<file path="src/rtl/can_pkg.sv">
// Shared CAN 2.0A definitions: receiver states, CRC polynomial, error codes, field widths.
package can_pkg;

    typedef enum logic [3:0] {
        ST_WAIT_IDLE,
        ST_IDLE,
        ST_SOF,
        ST_ID,
        ST_RTR,
        ST_IDE,
        ST_R0,
        ST_DLC,
        ST_DATA,
        ST_CRC,
        ST_CRC_DEL,
        ST_ACK_SLOT,
        ST_ACK_DEL,
        ST_EOF
    } can_state_e;

    localparam logic [14:0] CAN_CRC_POLY = 15'h4599;

    localparam logic [1:0] ERR_STUFF = 2'd0;
    localparam logic [1:0] ERR_CRC   = 2'd1;
    localparam logic [1:0] ERR_FORM  = 2'd2;
    localparam logic [1:0] ERR_DLC   = 2'd3;

    localparam int ID_W   = 11;
    localparam int DLC_W  = 4;
    localparam int CRC_W  = 15;
    localparam int EOF_W  = 7;
    localparam int IDLE_W = 11;

endpackage

</file>
<file path="src/rtl/can_crc15.sv">
// Serial CAN CRC-15 accumulator, shared by the transmit and receive paths.
module can_crc15
    import can_pkg::*;
(
    input  logic        clk,
    input  logic        rst,
    input  logic        clr,
    input  logic        bit_en,
    input  logic        bit_in,
    output logic [14:0] crc
);

    logic [14:0] crc_q;
    logic [14:0] crc_d;

    always_comb begin
        crc_d = crc_q;
        if (clr) begin
            crc_d = '0;
        end else if (bit_en) begin
            crc_d = {crc_q[13:0], 1'b0};
            if (bit_in ^ crc_q[14]) begin
                crc_d = crc_d ^ CAN_CRC_POLY;
            end
        end
    end

    always_ff @(posedge clk or posedge rst) begin
        if (rst) begin
            crc_q <= '0;
        end else begin
            crc_q <= crc_d;
        end
    end

    assign crc = crc_q;

endmodule

</file>
<file path="src/rtl/can_rx.sv">
// CAN 2.0A standard-frame receiver: bit timing, destuffing, decode, CRC/form/DLC checks.
// Optional ACK drive is built only when CAN_RX_ACK_EN is defined.
module can_rx
    import can_pkg::*;
#(
    parameter int CLKS_PER_BIT = 800,
    parameter int SAMPLE_POINT = 560
) (
    input  logic        clk,
    input  logic        rst,
    input  logic        rx,
    input  logic [10:0] filter_address,
    input  logic [10:0] filter_mask,
    output logic        tx,
    output logic [10:0] rx_address,
    output logic        rx_rtr,
    output logic [3:0]  rx_dlc,
    output logic [31:0] rx_data,
    output logic        rx_valid,
    output logic        rx_error,
    output logic [1:0]  rx_err_code
);

    localparam int CNT_W = $clog2(CLKS_PER_BIT);
    localparam logic [CNT_W-1:0] CNT_LAST   = CNT_W'(CLKS_PER_BIT - 1);
    localparam logic [CNT_W-1:0] CNT_SAMPLE = CNT_W'(SAMPLE_POINT - 1);

    logic             rx_s1_q, rx_s1_d, rx_s2_q, rx_s2_d, rx_prev_q, rx_prev_d;
    logic [CNT_W-1:0] cnt_q, cnt_d;
    logic             sampled_q, sampled_d;
    can_state_e       state_q, state_d, pend_q, pend_d;
    logic [5:0]       bit_idx_q, bit_idx_d;
    logic [2:0]       run_q, run_d;
    logic             last_q, last_d;
    logic [3:0]       idle_cnt_q, idle_cnt_d;
    logic [10:0]      id_q, id_d;
    logic             rtr_q, rtr_d, ide_q, ide_d;
    logic [3:0]       dlc_q, dlc_d;
    logic [31:0]      data_q, data_d;
    logic [14:0]      crc_rx_q, crc_rx_d;
    logic [10:0]      rx_address_q, rx_address_d;
    logic             rx_rtr_q, rx_rtr_d;
    logic [3:0]       rx_dlc_q, rx_dlc_d;
    logic [31:0]      rx_data_q, rx_data_d;
    logic             rx_valid_q, rx_valid_d, rx_error_q, rx_error_d;
    logic [1:0]       rx_err_code_q, rx_err_code_d;

    logic        crc_clr, crc_en;
    logic [14:0] crc_calc;
    logic        ack_drive;
    logic        fall, resync, sample_evt, smp, in_stuff, err, accept;
    logic [1:0]  err_code;
    logic [5:0]  data_last;

    can_crc15 u_crc (
        .clk    (clk),
        .rst    (rst),
        .clr    (crc_clr),
        .bit_en (crc_en),
        .bit_in (smp),
        .crc    (crc_calc)
    );

`ifdef CAN_RX_ACK_EN
    logic tx_q, tx_d;
    // Only a CRC-clean frame reaches ACK_SLOT, so the slot itself gates the drive.
    assign tx_d      = (state_d != ST_ACK_SLOT);
    assign ack_drive = ~tx_q;
    assign tx        = tx_q;
    always_ff @(posedge clk or posedge rst) begin
        if (rst) tx_q <= 1'b1;
        else     tx_q <= tx_d;
    end
`else
    assign ack_drive = 1'b0;
    assign tx        = 1'b1;
`endif

    always_comb begin
        rx_s1_d       = rx;
        rx_s2_d       = rx_s1_q;
        rx_prev_d     = rx_s2_q;
        cnt_d         = (cnt_q == CNT_LAST) ? '0 : cnt_q + 1'b1;
        sampled_d     = sampled_q;
        state_d       = state_q;
        pend_d        = pend_q;
        bit_idx_d     = bit_idx_q;
        run_d         = run_q;
        last_d        = last_q;
        idle_cnt_d    = idle_cnt_q;
        id_d          = id_q;
        rtr_d         = rtr_q;
        ide_d         = ide_q;
        dlc_d         = dlc_q;
        data_d        = data_q;
        crc_rx_d      = crc_rx_q;
        rx_address_d  = rx_address_q;
        rx_rtr_d      = rx_rtr_q;
        rx_dlc_d      = rx_dlc_q;
        rx_data_d     = rx_data_q;
        rx_valid_d    = 1'b0;
        rx_error_d    = 1'b0;
        rx_err_code_d = rx_err_code_q;
        crc_clr       = 1'b0;
        crc_en        = 1'b0;
        err           = 1'b0;
        err_code      = ERR_STUFF;

        smp        = rx_s2_q;
        fall       = rx_prev_q & ~rx_s2_q;
        // Our own ACK edge must not resync us, or the slot would stretch.
        resync     = fall & ~ack_drive;
        sample_evt = (cnt_q == CNT_SAMPLE) && !resync;
        in_stuff   = state_q inside {ST_SOF, ST_ID, ST_RTR, ST_IDE, ST_R0,
                                     ST_DLC, ST_DATA, ST_CRC, ST_CRC_DEL};
        accept     = ((id_q ^ filter_address) & filter_mask) == 11'd0;
        data_last  = {dlc_q[2:0], 3'b000} - 6'd1;

        if (resync) begin
            cnt_d = '0;
        end

        // Field transitions land on the bit boundary; decisions were made at the sample.
        if (state_q != ST_WAIT_IDLE && state_q != ST_IDLE && sampled_q
                && (cnt_q == CNT_LAST || resync)) begin
            state_d   = pend_q;
            sampled_d = 1'b0;
        end

        case (state_q)
            ST_WAIT_IDLE: begin
                if (sample_evt) begin
                    if (!smp) begin
                        idle_cnt_d = '0;
                    end else if (idle_cnt_q == 4'(IDLE_W - 1)) begin
                        idle_cnt_d = '0;
                        state_d    = ST_IDLE;
                    end else begin
                        idle_cnt_d = idle_cnt_q + 4'd1;
                    end
                end
            end
            ST_IDLE: begin
                if (fall) begin
                    cnt_d     = '0;
                    state_d   = ST_SOF;
                    pend_d    = ST_SOF;
                    sampled_d = 1'b0;
                    bit_idx_d = '0;
                    run_d     = '0;
                    data_d    = '0;
                    crc_clr   = 1'b1;
                end
            end
            default: begin
                if (sample_evt) begin
                    sampled_d = 1'b1;
                    if (in_stuff && run_q == 3'd5) begin
                        if (smp == last_q) begin
                            err      = 1'b1;
                            err_code = ERR_STUFF;
                        end else begin
                            last_d = smp;
                            run_d  = 3'd1;
                        end
                    end else begin
                        if (in_stuff && state_q != ST_CRC_DEL) begin
                            run_d  = (state_q != ST_SOF && smp == last_q) ? run_q + 3'd1 : 3'd1;
                            last_d = smp;
                        end
                        crc_en    = state_q inside {ST_SOF, ST_ID, ST_RTR, ST_IDE,
                                                    ST_R0, ST_DLC, ST_DATA};
                        bit_idx_d = bit_idx_q + 6'd1;
                        case (state_q)
                            ST_SOF: begin
                                bit_idx_d = '0;
                                if (smp) state_d = ST_IDLE;
                                else     pend_d  = ST_ID;
                            end
                            ST_ID: begin
                                id_d = {id_q[9:0], smp};
                                if (bit_idx_q == 6'(ID_W - 1)) begin
                                    bit_idx_d = '0;
                                    pend_d    = ST_RTR;
                                end
                            end
                            ST_RTR: begin
                                rtr_d     = smp;
                                bit_idx_d = '0;
                                pend_d    = ST_IDE;
                            end
                            ST_IDE: begin
                                ide_d     = smp;
                                bit_idx_d = '0;
                                pend_d    = ST_R0;
                            end
                            ST_R0: begin
                                bit_idx_d = '0;
                                pend_d    = ST_DLC;
                            end
                            ST_DLC: begin
                                dlc_d = {dlc_q[2:0], smp};
                                if (bit_idx_q == 6'(DLC_W - 1)) begin
                                    bit_idx_d = '0;
                                    if (dlc_d > 4'd4 || ide_q) begin
                                        err      = 1'b1;
                                        err_code = ERR_DLC;
                                    end else if (rtr_q || dlc_d == 4'd0) begin
                                        pend_d = ST_CRC;
                                    end else begin
                                        pend_d = ST_DATA;
                                    end
                                end
                            end
                            ST_DATA: begin
                                data_d[5'd31 - bit_idx_q[4:0]] = smp;
                                if (bit_idx_q == data_last) begin
                                    bit_idx_d = '0;
                                    pend_d    = ST_CRC;
                                end
                            end
                            ST_CRC: begin
                                crc_rx_d = {crc_rx_q[13:0], smp};
                                if (bit_idx_q == 6'(CRC_W - 1)) begin
                                    bit_idx_d = '0;
                                    pend_d    = ST_CRC_DEL;
                                end
                            end
                            ST_CRC_DEL: begin
                                bit_idx_d = '0;
                                if (crc_rx_q != crc_calc) begin
                                    err      = 1'b1;
                                    err_code = ERR_CRC;
                                end else if (!smp) begin
                                    err      = 1'b1;
                                    err_code = ERR_FORM;
                                end else begin
                                    pend_d = ST_ACK_SLOT;
                                end
                            end
                            ST_ACK_SLOT: begin
                                bit_idx_d = '0;
                                pend_d    = ST_ACK_DEL;
                            end
                            ST_ACK_DEL: begin
                                bit_idx_d = '0;
                                if (!smp) begin
                                    err      = 1'b1;
                                    err_code = ERR_FORM;
                                end else begin
                                    pend_d = ST_EOF;
                                end
                            end
                            ST_EOF: begin
                                if (!smp) begin
                                    err      = 1'b1;
                                    err_code = ERR_FORM;
                                end else if (bit_idx_q == 6'(EOF_W - 1)) begin
                                    bit_idx_d = '0;
                                    state_d   = ST_IDLE;
                                    if (accept) begin
                                        rx_address_d = id_q;
                                        rx_rtr_d     = rtr_q;
                                        rx_dlc_d     = dlc_q;
                                        rx_data_d    = data_q;
                                        rx_valid_d   = 1'b1;
                                    end
                                end
                            end
                            default: ;
                        endcase
                    end
                end
            end
        endcase

        if (err) begin
            rx_error_d    = 1'b1;
            rx_err_code_d = err_code;
            rx_valid_d    = 1'b0;
            rx_address_d  = rx_address_q;
            rx_rtr_d      = rx_rtr_q;
            rx_dlc_d      = rx_dlc_q;
            rx_data_d     = rx_data_q;
            state_d       = ST_WAIT_IDLE;
            idle_cnt_d    = '0;
        end
    end

    always_ff @(posedge clk or posedge rst) begin
        if (rst) begin
            rx_s1_q       <= 1'b1;
            rx_s2_q       <= 1'b1;
            rx_prev_q     <= 1'b1;
            cnt_q         <= '0;
            sampled_q     <= 1'b0;
            state_q       <= ST_WAIT_IDLE;
            pend_q        <= ST_WAIT_IDLE;
            bit_idx_q     <= '0;
            run_q         <= '0;
            last_q        <= 1'b1;
            idle_cnt_q    <= '0;
            id_q          <= '0;
            rtr_q         <= 1'b0;
            ide_q         <= 1'b0;
            dlc_q         <= '0;
            data_q        <= '0;
            crc_rx_q      <= '0;
            rx_address_q  <= '0;
            rx_rtr_q      <= 1'b0;
            rx_dlc_q      <= '0;
            rx_data_q     <= '0;
            rx_valid_q    <= 1'b0;
            rx_error_q    <= 1'b0;
            rx_err_code_q <= '0;
        end else begin
            rx_s1_q       <= rx_s1_d;
            rx_s2_q       <= rx_s2_d;
            rx_prev_q     <= rx_prev_d;
            cnt_q         <= cnt_d;
            sampled_q     <= sampled_d;
            state_q       <= state_d;
            pend_q        <= pend_d;
            bit_idx_q     <= bit_idx_d;
            run_q         <= run_d;
            last_q        <= last_d;
            idle_cnt_q    <= idle_cnt_d;
            id_q          <= id_d;
            rtr_q         <= rtr_d;
            ide_q         <= ide_d;
            dlc_q         <= dlc_d;
            data_q        <= data_d;
            crc_rx_q      <= crc_rx_d;
            rx_address_q  <= rx_address_d;
            rx_rtr_q      <= rx_rtr_d;
            rx_dlc_q      <= rx_dlc_d;
            rx_data_q     <= rx_data_d;
            rx_valid_q    <= rx_valid_d;
            rx_error_q    <= rx_error_d;
            rx_err_code_q <= rx_err_code_d;
        end
    end

    assign rx_address  = rx_address_q;
    assign rx_rtr      = rx_rtr_q;
    assign rx_dlc      = rx_dlc_q;
    assign rx_data     = rx_data_q;
    assign rx_valid    = rx_valid_q;
    assign rx_error    = rx_error_q;
    assign rx_err_code = rx_err_code_q;

endmodule
</file>
<file path="config.mk">
export PLATFORM = sky130hd
export DESIGN_NAME = can_rx
export DESIGN_NICKNAME = d
export VERILOG_FILES = /design/src/rtl/can_pkg.sv /design/src/rtl/can_crc15.sv /design/src/rtl/can_rx.sv
export SDC_FILE = /design/constraint.sdc
export NUM_CORES = 1
export LEC_CHECK = 0
export ABC_AREA = 1
export CORE_ASPECT_RATIO = 0.6
export CORE_MARGIN = 2
export CORE_UTILIZATION = 40
export DETAILED_ROUTE_END_ITERATION = 10
export PLACE_DENSITY = 0.59
export SYNTH_ARGS = -nofsm -noshare
export SYNTH_HDL_FRONTEND = slang
export SYNTH_SLANG_ARGS = --single-unit
export TNS_END_PERCENT = 100
</file>
<file path="constraint.sdc">
create_clock -name clk -period 6.4 [get_ports clk]
set_input_delay 0.96 -clock clk [delete_from_list [all_inputs] [get_ports clk]]
set_output_delay 0.96 -clock clk [all_outputs]
set_load 0.05 [all_outputs]
</file>
* Word-level counts from Yosys, hierarchy flattened *
Index checks and enable logic that the tools add are counted.

word-level totals
  input port bits = 25
  flip-flop bits (word level) = 167
  output and inout bits = 53
  word-level logic and storage cells = 229

operators by class
  add/sub/neg operators = 6
  bitwise operators = 10
  eq/ne operators = 40
  reduce and logical (&&, ||, !) cells = 41
  order comparisons = 3
  multiplexer cells = 104

operators with widths
  operator                                                                  count
  32-bit 2-to-1 mux                                                         4
  4-bit 2-to-1 mux                                                          28
  32-bit case mux with 2 select lines                                       1
  6-bit 2-to-1 mux                                                          9
  15-bit 2-to-1 mux                                                         3
  4-bit case mux with 11 select lines                                       1
  10-bit 2-to-1 mux                                                         4
  6-bit case mux with 6 select lines                                        1
  32-bit bitwise mux                                                        1
  1-bit 2-to-1 mux                                                          30
  4-bit == test (second input constant)                                     7
  4-bit AND reduction                                                       7
  4-bit case mux with 2 select lines                                        3
  10-bit == test (second input constant)                                    2
  3-bit 2-to-1 mux                                                          6
  4-bit by 3-bit == test with 1-bit output (second input constant)          4
  15-bit inequality test                                                    1
  3-bit by 2-bit inequality test with 1-bit output (second input constant)  5
  2-bit 2-to-1 mux                                                          7
  14-bit AND reduction                                                      1
  6-bit by 4-bit == test with 1-bit output (second input constant)          2
  3-bit by 1-bit inequality test with 1-bit output (second input constant)  4
  6-bit case mux with 2 select lines                                        1
  12-bit nonzero test                                                       1
  48 further kinds                                                          71

* Depth between registers and ports, before layout *
Gate-level depths: netlist of the first run.

  depth after elaboration = 12
  gate-level depth with buffers = 15

* By module *
A second synthesis of the first run with hierarchy kept.

second synthesis, totals
  cell total of the unflattened synthesis = 1133
  area total of the unflattened synthesis = 8590.7 um^2

modules (own cells, without submodules)
  module     area an instance (um^2)  instances  sequential area each (um^2)  cells each
  can_rx     7878.8                   1          3808.7                       1048
  can_crc15  711.9                    1          375.4                        85

* Worst setup path before layout of the first run *
Ideal clock, no wire load.

  path type = input to register
  start point = in filter_address[4]
  end point = reg rx_dlc_q[0] (netlist: rx_dlc[0])
  path buffers = 1
  setup time = 0.123 ns
  stages on the path = 9
  arrival = 2.006 ns
  setup slack = 4.271 ns
  data required time = 6.277 ns
  cell sequence = or2_2 nand3_1 o21ai_0 nor3_1 and2_1 nand2_2 buf_2 nand2_1 o21ai_1

on the way
  word-level cells in the longest chain between the ends = 4

ends and longest elaborated chain
  element                        line           RTL
  start, declared                can_rx.sv:12   input logic [10:0] filter_address,
  11-bit XOR                     can_rx.sv:116  accept = ((id_q ^ filter_address) & filter_mask) == 11'd0;
  11-bit bitwise AND             can_rx.sv:116
  11-bit logical NOT             can_rx.sv:116
  8-bit AND reduction (no line)  n/a
  end signal, assigned           can_rx.sv:336  rx_dlc_q <= rx_dlc_d;
  end, declared                  can_rx.sv:43   logic [3:0] rx_dlc_q, rx_dlc_d;

Every way passes these cells.
A chain may end at the register's enable or synchronous reset.

* Final worst setup path of the first run *
  start point = reg bit_idx_q[0]
  end point = reg rx_data_q[7] (netlist: rx_data[7])

on the way
  word-level cells in the longest chain between the ends = 8

ends and longest elaborated chain
  element                                   line           RTL
  start, declared                           can_rx.sv:32   logic [5:0] bit_idx_q, bit_idx_d;
  start signal, assigned                    can_rx.sv:324  bit_idx_q <= bit_idx_d;
  6-bit by 2-bit == test with 1-bit output  can_rx.sv:203  if (bit_idx_q == 6'(DLC_W - 1)) begin
  1-bit 2-to-1 mux                          can_rx.sv:203
  1-bit case mux with 3 select lines        can_rx.sv:174  case (state_q)
  1-bit 2-to-1 mux                          can_rx.sv:158  if (in_stuff && run_q == 3'd5) begin
  1-bit 2-to-1 mux                          can_rx.sv:156  if (sample_evt) begin
  1-bit 2-to-1 mux                          can_rx.sv:130  case (state_q)
  1-bit NOT (no line)                       n/a
  8-bit AND reduction (no line) (*)         n/a
  end signal, assigned                      can_rx.sv:337  rx_data_q <= rx_data_d;
  end, declared                             can_rx.sv:44   logic [31:0] rx_data_q, rx_data_d;

Mark *: on every way between the ends. The rest lies on a longest branch, timed or not.

==> impl_metrics.py, run 1 <==
metrics = {
    "synthesis": {
        "synth_async_sr_flop_share_pct": 100,
        "synth.avg_cell_area_um2": 7.64,
        "yosys.area_share.adder_pct": 1.57,
        "ys_seq_elements": 167,
        "largest_family_of_logic_cells_by_synthesized_area": "simple AND/OR/NAND/NOR gates",
        "yosys-mux-area-fraction_pct": 0.114,
        "synth_sequential_area_ratio_pct": 47.9,
        "synthesis.nets": 1181,
        "synthXorXnorAreaFrac_pct": 1.40,
        "yosysWarnings": 0,
        "synth.area.top_cells": "sky130_fd_sc_hd__dfrtp_1 (47%), sky130_fd_sc_hd__nand2_1 (16%), sky130_fd_sc_hd__inv_1 (5.4%), sky130_fd_sc_hd__nor2_1 (3.9%), sky130_fd_sc_hd__o21ai_0 (3.8%)",
        "area_fraction_in_and_or_nand_and_nor_cells_after_synthesis_pct": 28.3,
        "netlist.top_cell.by_area": "sky130_fd_sc_hd__dfrtp_1",
        "complex_gate_fraction_of_the_synthesized_area_pct": 11.7,
        "synthDominantCellAreaShare_pct": 46.7,
        "syn_area_um2": 8740,
        "synthFlopType": "sky130_fd_sc_hd__dfrtp_1",
        "post_syn_instances": 1145,
        "synth-edff-count": 0,
        "synthDistinctLibCells": 44,
    },
    "timing": {
        "report.final.hold_viol_count": 0,
        "slew_viol_final": 0,
        "unrepaired_setup_endpoints_after_global_routing": "false",
        "setup_viol": 0,
        "worst_slew_margin_rel_pct": 39.5,
        "max_freq_mhz": 302,
        "finalCriticalPeriod_ns": 3.31,
        "timing.hold.ws_ns": 0.356,
        "skew_ns": 0.00949,
        "tightestPinTransition_ns": 0.906,
        "setup_tns_ns": 0,
        "post-route-period-util_pct": 51.8,
    },
    "global_route": {
        "antenna_found_initial": 0,
        "top_usage_layer": "met1",
        "global_route.usage.met2_pct": 24.5,
        "grt_max_degree": 80,
        "global_route.overflow_total": 0,
        "grt_first_pass_wirelength_mm": 36.5,
        "gr-usage-met1_pct": 33.3,
        "vias_in_the_first_global_route": 6739,
        "grt_util_all_layers_pct": 19.9,
        "grt_use_met3_pct": 4.94,
    },
    "min_path": {
        "worstHoldStart": "rx_s1_q",
        "timing.hold.worst_endpoint": "rx_prev_d",
        "hold_path_class": "flop to flop",
        "hold_depth": 0,
    },
    "setup_path": {
        "critical-path-slowest-cell": "sky130_fd_sc_hd__clkinv_2",
        "critical_path_fanouts_max": 57,
        "worstPathCellList": "inv_1 -> ha_1 -> nand3_1 -> nor2_1 -> nand3_1 -> nor3_1 -> and2_1 -> nand2_2 -> buf_4 -> clkinv_2 -> nand2_1 -> nand2_1",
        "critical_path_arrival_ns": 3.64,
        "worstReg2RegStart": "bit_idx_q[0]",
        "worst_path_largest_cell_delay_ns": 0.63,
        "critical_path_start_type": "flop",
        "worstPathRequired_ns": 6.72,
        "path_depth_of_the_worst_reg2reg_path": 12,
        "worst-setup-path-type": "flop to flop",
        "critical_path.reg2reg.endpoint": "rx_data[7]",
        "r2r_slack_ns": 3.09,
        "worst_setup_path_end_kind": "flop",
    },
    "die": {
        "fp.dieW_um": 195,
        "floorplan.io_pins": 78,
        "start_util_pct": 41.2,
        "std_cell_rows": 41,
        "floorplan.core_area_um2": 21200,
        "design.die.area_um2": 23100,
        "die_h_um": 119,
    },
    "layout": {
        "multi_input_comb_area_um2": 3770,
        "num-nets-final": 1238,
        "synthToLayoutAreaGrowth_pct": 17.2,
        "stdcell_area_um2": 10200,
        "layout.filler_cells": 2116,
        "layout-drive-gt1-share_pct": 5.84,
        "antenna_cells_inserted": 0,
        "seq_area_um2": 4180,
    },
    "power_and_ir_drop": {
        "power_density_nw_per_um2": 217,
        "power.leakage_nw": 4.89,
        "irDropWorstVdd_v": 0.000189,
    },
    "cts": {
        "cts_hold_repair.buffers": 0,
        "cts_max_level": 4,
        "cts_tree": "done",
        "number_of_sinks_driven_by_the_clock_tree": 167,
        "clock-root-buffer": "sky130_fd_sc_hd__clkbuf_16",
        "cts_buffers": 17,
        "path_clk_slew_ns": 0.07,
        "cts.path.max_buffers": 2,
        "post_cts_resize_count": 0,
        "post_cts_repair_setup_buffers": 0,
        "worst_skew_pair.late_latency_ns": 0.44,
    },
    "job": {
        "cap_viol_max_count": 0,
    },
    "status": {
        "outcome": "finished, final reports clean",
    },
    "drt": {
        "detail_route.drc_violations": 0,
        "vias_after_detailed_routing": 7449,
        "drt-pass1-iter-count": 5,
        "antenna_violating_nets_remaining": 0,
        "detailedRoute.firstIterationViolations": 784,
        "vias_per_cell": 4.99,
        "avgRoutedWirePerCell_um": 14.8,
        "postRouteWirelength_mm": 22.1,
    },
    "placement": {
        "post_detailed_placement_cell_area_um2": 9640,
        "gp_congestion": 0.942,
        "post_detailed_placement_half_perimeter_wirelength_mm": 15.3,
        "numPortBuffers": 76,
    },
}
cells in the mapped netlist (all sizes together) (2+ instances only):
| master | instances |
|---|---|
| buf | 32 |
| nor2 | 96 |
| xor2 | 10 |
| o2111ai | 3 |
| or2 | 7 |
| o21ai | 104 |
| nand4 | 30 |
| nor3b | 2 |
| nand2 | 382 |
| dfstp | 4 |
| xnor2 | 4 |
| o41ai | 2 |
| nor4 | 3 |
| nand3 | 54 |
| clkinv | 2 |
| a31oi | 5 |
| inv | 134 |
| dfrtp | 163 |
| ha | 11 |
| a21oi | 23 |
| o31ai | 31 |
| nor3 | 17 |
| o22ai | 6 |
| clkbuf | 13 |
stage by stage:
| step | utilization [%] | power, mW | instances | setup WS [ns] |
|---|---|---|---|---|
| final | 48.3 | 2.23 | 1494 | 3.09 |
| after CTS | 48.3 | 2.25 | 1494 | 3.09 |
| after global routing | 48.3 | 2.31 | 1494 | 2.77 |
| after detailed placement | 45.4 | 1.17 | 1462 | 2.75 |
| after floorplan | - | 1.14 | 1145 | 0.928 |
| after global placement | 45.4 | 1.17 | 1462 | 2.79 |
cells by family after synthesis:
logic type | after synthesis
other cells | 1
buf+inv | 181
flops | 167
xor+xnor | 14
mux | 1
fa+ha+maj | 11
simple gates | 593
compound gates | 177
worst max path at each step:
stage,endpoint,depth (start not counted),slack [ns],startpoint
final,rx_data[7],12,3.09,bit_idx_q[0]
after global routing,rx_data[0],12,2.77,bit_idx_q[0]
after CTS,rx_data[7],12,3.09,bit_idx_q[0]
after detailed placement,rx_data[7],11,2.75,filter_address[7]
after global placement,rx_data[9],11,2.79,filter_address[1]
after floorplan,bit_idx_q[0],1,0.93,rst
cell usage in the layout (no fill, tap or decap), types with 2 or more instances in the layout:
cell / count
sky130_fd_sc_hd__xnor2_1: 4
sky130_fd_sc_hd__inv_2: 8
sky130_fd_sc_hd__dfrtp_1: 163
sky130_fd_sc_hd__a21oi_1: 23
sky130_fd_sc_hd__nor2_2: 2
sky130_fd_sc_hd__nor2_4: 2
sky130_fd_sc_hd__nand4_1: 30
sky130_fd_sc_hd__nor2_1: 92
sky130_fd_sc_hd__nand3_1: 54
sky130_fd_sc_hd__a31oi_1: 5
sky130_fd_sc_hd__inv_1: 125
sky130_fd_sc_hd__ha_1: 11
sky130_fd_sc_hd__clkbuf_16: 17
sky130_fd_sc_hd__clkinv_2: 3
sky130_fd_sc_hd__dfstp_2: 4
sky130_fd_sc_hd__o31ai_1: 31
sky130_fd_sc_hd__o22ai_1: 6
sky130_fd_sc_hd__o41ai_1: 2
sky130_fd_sc_hd__buf_4: 7
sky130_fd_sc_hd__nor3_1: 16
sky130_fd_sc_hd__o21ai_1: 37
sky130_fd_sc_hd__clkinv_4: 2
sky130_fd_sc_hd__nor3b_1: 2
sky130_fd_sc_hd__clkinvlp_4: 2
sky130_fd_sc_hd__inv_6: 4
sky130_fd_sc_hd__o21ai_0: 66
sky130_fd_sc_hd__nand2_1: 376
sky130_fd_sc_hd__o2111ai_1: 2
sky130_fd_sc_hd__bufinv_16: 3
sky130_fd_sc_hd__clkdlybuf4s50_1: 76
sky130_fd_sc_hd__or2_2: 6
sky130_fd_sc_hd__xor2_1: 10
sky130_fd_sc_hd__nand2_2: 6
sky130_fd_sc_hd__nor4_1: 3
where the power goes:
group / switching [mW] / internal [mW]
sequential: 0.00564 / 1.07
combinational: 0.0494 / 0.0263
clock: 0.449 / 0.630
total: 0.504 / 1.72
area by class of cell:
type                    instances  area share [%]
clock buffers                  19            4.32
repair buffers                 83            7.93
multi-input cells             797            36.8
well taps                     279            3.41
inverters                     136            5.04
flip-flops and latches        167            40.8
clock inverters                13            1.66
sequential cells by signal (all words and copies together) (netlist names), 2 cells and up:
name / cells
state_q: 4
dlc_q: 4
u_crc.crc: 15
crc_rx_q: 15
bit_idx_q: 6
pend_q: 4
id_q: 11
idle_cnt_q: 4
rx_dlc: 4
rx_address: 11
rx_err_code: 2
run_q: 3
data_q: 32
cnt_q: 10
rx_data: 32
metal layers:
layer / vias to the layer above / wire [um]
met4: 0 / 206
met3: 20 / 1350
li1: 3809 / -
met2: 212 / 8060
met5: - / 0
met1: 3408 / 12500
critical path, delay by kind of cell (launching register included):
kind / cells / cell delay [ns]
flip-flops: 1 / 0.38
buffers and inverters: 3 / 1.29
adder cells (fa/ha/maj): 1 / 0.44
AND/OR/NAND/NOR: 8 / 1.07
Note: power is estimated with default switching activity, not from simulation.
==> run 2: changes to the inputs <==
Clock period 6.4 ns to 3.2 ns, I/O delays scaled along.
==> run 2 against run 1 <==
- first-iteration DRC count down 13%
- die area unchanged
- register-to-register slack worse by 2.4 ns
- cell count up 0.60%
- sequential share of layout area about the same
- routed wire length up 1.8%
- cell area about the same
- hold slack better by 0.024 ns
- clock skew up 0.0010 ns
- combinational power up 110%
- maximum frequency up 34%
- non-clock buffer count up 9
- critical endpoint is now rx_data[8]
- largest cell class unchanged
==> impl_metrics.py, run 2 (synthesis results as in run 1) <==
metrics = {
    "drt": {
        "detailedRoute.firstIterationViolations": 679,
        "avgRoutedWirePerCell_um": 15.0,
        "drt-pass1-iter-count": 6,
        "postRouteWirelength_mm": 22.5,
        "vias_after_detailed_routing": 7526,
        "vias_per_cell": 5.01,
        "antenna_violating_nets_remaining": 0,
        "detail_route.drc_violations": 0,
    },
    "layout": {
        "mostFrequentLayoutCell": "sky130_fd_sc_hd__nand2_1",
        "finalCoreUtilization_pct": 48.3,
        "layout.filler_cells": 2133,
        "synthToLayoutAreaGrowth_pct": 17.3,
        "antenna_cells_inserted": 0,
        "num-nets-final": 1247,
        "mostFrequentLayoutCells": "sky130_fd_sc_hd__nand2_1 (376), sky130_fd_sc_hd__dfrtp_1 (163), sky130_fd_sc_hd__inv_1 (125), sky130_fd_sc_hd__nor2_1 (92), sky130_fd_sc_hd__clkdlybuf4s50_1 (76)",
        "layout-drive-gt1-share_pct": 6.13,
    },
    "die": {
        "floorplan.core_area_um2": 21200,
        "start_util_pct": 41.2,
        "std_cell_rows": 41,
        "die_h_um": 119,
        "fp.dieW_um": 195,
        "design.die.area_um2": 23100,
        "floorplan.io_pins": 78,
    },
    "cts": {
        "path_clk_slew_ns": 0.06,
        "worst_skew_pair.late_latency_ns": 0.44,
        "cts.path.max_buffers": 2,
        "cts_hold_repair.buffers": 0,
        "number_of_sinks_driven_by_the_clock_tree": 167,
        "cts_buffers": 17,
        "cts_tree": "done",
        "clock-root-buffer": "sky130_fd_sc_hd__clkbuf_16",
        "post_cts_repair_setup_buffers": 0,
        "cts_max_level": 4,
        "post_cts_resize_count": 0,
    },
    "timing": {
        "finalCriticalPeriod_ns": 2.47,
        "post-route-period-util_pct": 77.1,
        "slew_viol_final": 0,
        "unrepaired_setup_endpoints_after_global_routing": "false",
        "setup_tns_ns": 0,
        "setup_viol": 0,
        "tightestPinTransition_ns": 0.684,
        "max_freq_mhz": 405,
        "report.final.hold_viol_count": 0,
        "worst_slew_margin_rel_pct": 54.0,
        "skew_ns": 0.0105,
    },
    "setup_path": {
        "worst-setup-path-type": "flop to flop",
        "critical-path-top-delay-family": "simple AND/OR/NAND/NOR gates",
        "worst_setup_path_end_kind": "flop",
        "worst_path_largest_cell_delay_ns": 0.40,
        "worstPathCellList": "inv_1 -> ha_1 -> nand3_1 -> nor2_1 -> nand3_1 -> nor3_1 -> and2_1 -> nand2_2 -> clkinv_2 -> nand2_1 -> nand2_1",
        "r2r_slack_ns": 0.73,
        "critical_path_start_type": "flop",
        "worstPathRequired_ns": 3.57,
        "critical_path_arrival_ns": 2.83,
        "crit_buf_inv": 2,
        "critical-path-slowest-cell": "sky130_fd_sc_hd__dfrtp_1",
        "critical_path_fanouts_max": 35,
    },
    "global_route": {
        "grt_util_all_layers_pct": 20.4,
        "grt_first_pass_wirelength_mm": 37.4,
        "vias_in_the_first_global_route": 6989,
        "antenna_found_initial": 0,
        "grt_max_degree": 62,
        "global_route.overflow_total": 0,
    },
    "power_and_ir_drop": {
        "power_density_nw_per_um2": 409,
        "irDropWorstVdd_v": 0.000379,
        "power.leakage_nw": 4.89,
    },
    "placement": {
        "post_detailed_placement_half_perimeter_wirelength_mm": 16.0,
        "numPortBuffers": 76,
        "gp_congestion": 0.976,
    },
    "job": {
        "cap_viol_max_count": 0,
    },
    "status": {
        "outcome": "finished, final reports clean",
    },
    "min_path": {
        "hold_path_class": "flop to flop",
    },
}
## run 2: changes by cell type in the layout (fill, tap and decap cells not counted)
cell,previous run,this run
sky130_fd_sc_hd__clkinv_4,2,0
sky130_fd_sc_hd__bufinv_16,3,0
sky130_fd_sc_hd__buf_12,0,2
sky130_fd_sc_hd__inv_8,1,0
sky130_fd_sc_hd__clkbuf_1,1,6
sky130_fd_sc_hd__buf_4,7,14
sky130_fd_sc_hd__clkinvlp_4,2,5
sky130_fd_sc_hd__inv_6,4,1
sky130_fd_sc_hd__clkbuf_8,1,2
## run 2: per-stage QoR
step	instances	cell area [um2]	worst slack, ns	power, mW	hold WS, ns
3_5_place_dp	1471	9730	0.700	2.35	0.369
6_report	1503	10300	0.733	4.19	0.380
5_1_grt	1503	10300	0.489	4.34	0.381
4_1_cts	1503	10300	0.719	4.25	0.378
3_3_place_gp	1471	9730	0.747	2.35	0.370
2_1_floorplan	1145	8750	0.597	2.27	0.345
## run 2: report_power, final
part / internal [mW] / switching, mW / total [mW]
sequential: 2.13 / 0.0122 / 2.14
clock: 1.03 / 0.853 / 1.89
combinational: 0.0601 / 0.102 / 0.162
## run 2: cell type report
cell class              count  area (um2)  share of cell area, %
inverters                 136         515                   5.03
repair buffers             92         906                   8.84
well taps                 279         349                   3.40
flip-flops and latches    167        4180                   40.8
clock buffers              25         475                   4.64
clock inverters             7        48.8                  0.476
multi-input cells         797        3770                   36.8
## run 2: worst paths after layout
| check | cells after the start | from | end |
|---|---|---|---|
| worst max-delay path | 11 | bit_idx_q[0] | rx_data[8] |
| worst max register to register | 11 | bit_idx_q[0] | rx_data[8] |
| min in group asynchronous | 2 | rst | cnt_q[3] |
| max in group asynchronous | 3 | rst | rx_data[18] |
| worst min-delay path | 0 | rx_s1_q | rx_prev_d |
| worst min register to register | 0 | rx_s1_q | rx_prev_d |
## run 2: routing by layer
layer	part of all wire (%)	GRT usage, %	vias to the layer above
li1	-	-	3829
met1	56	33.2	3466
met2	37	26.4	215
met3	5.9	4.17	16
met4	1.1	5.96	0
met5	0	0	-
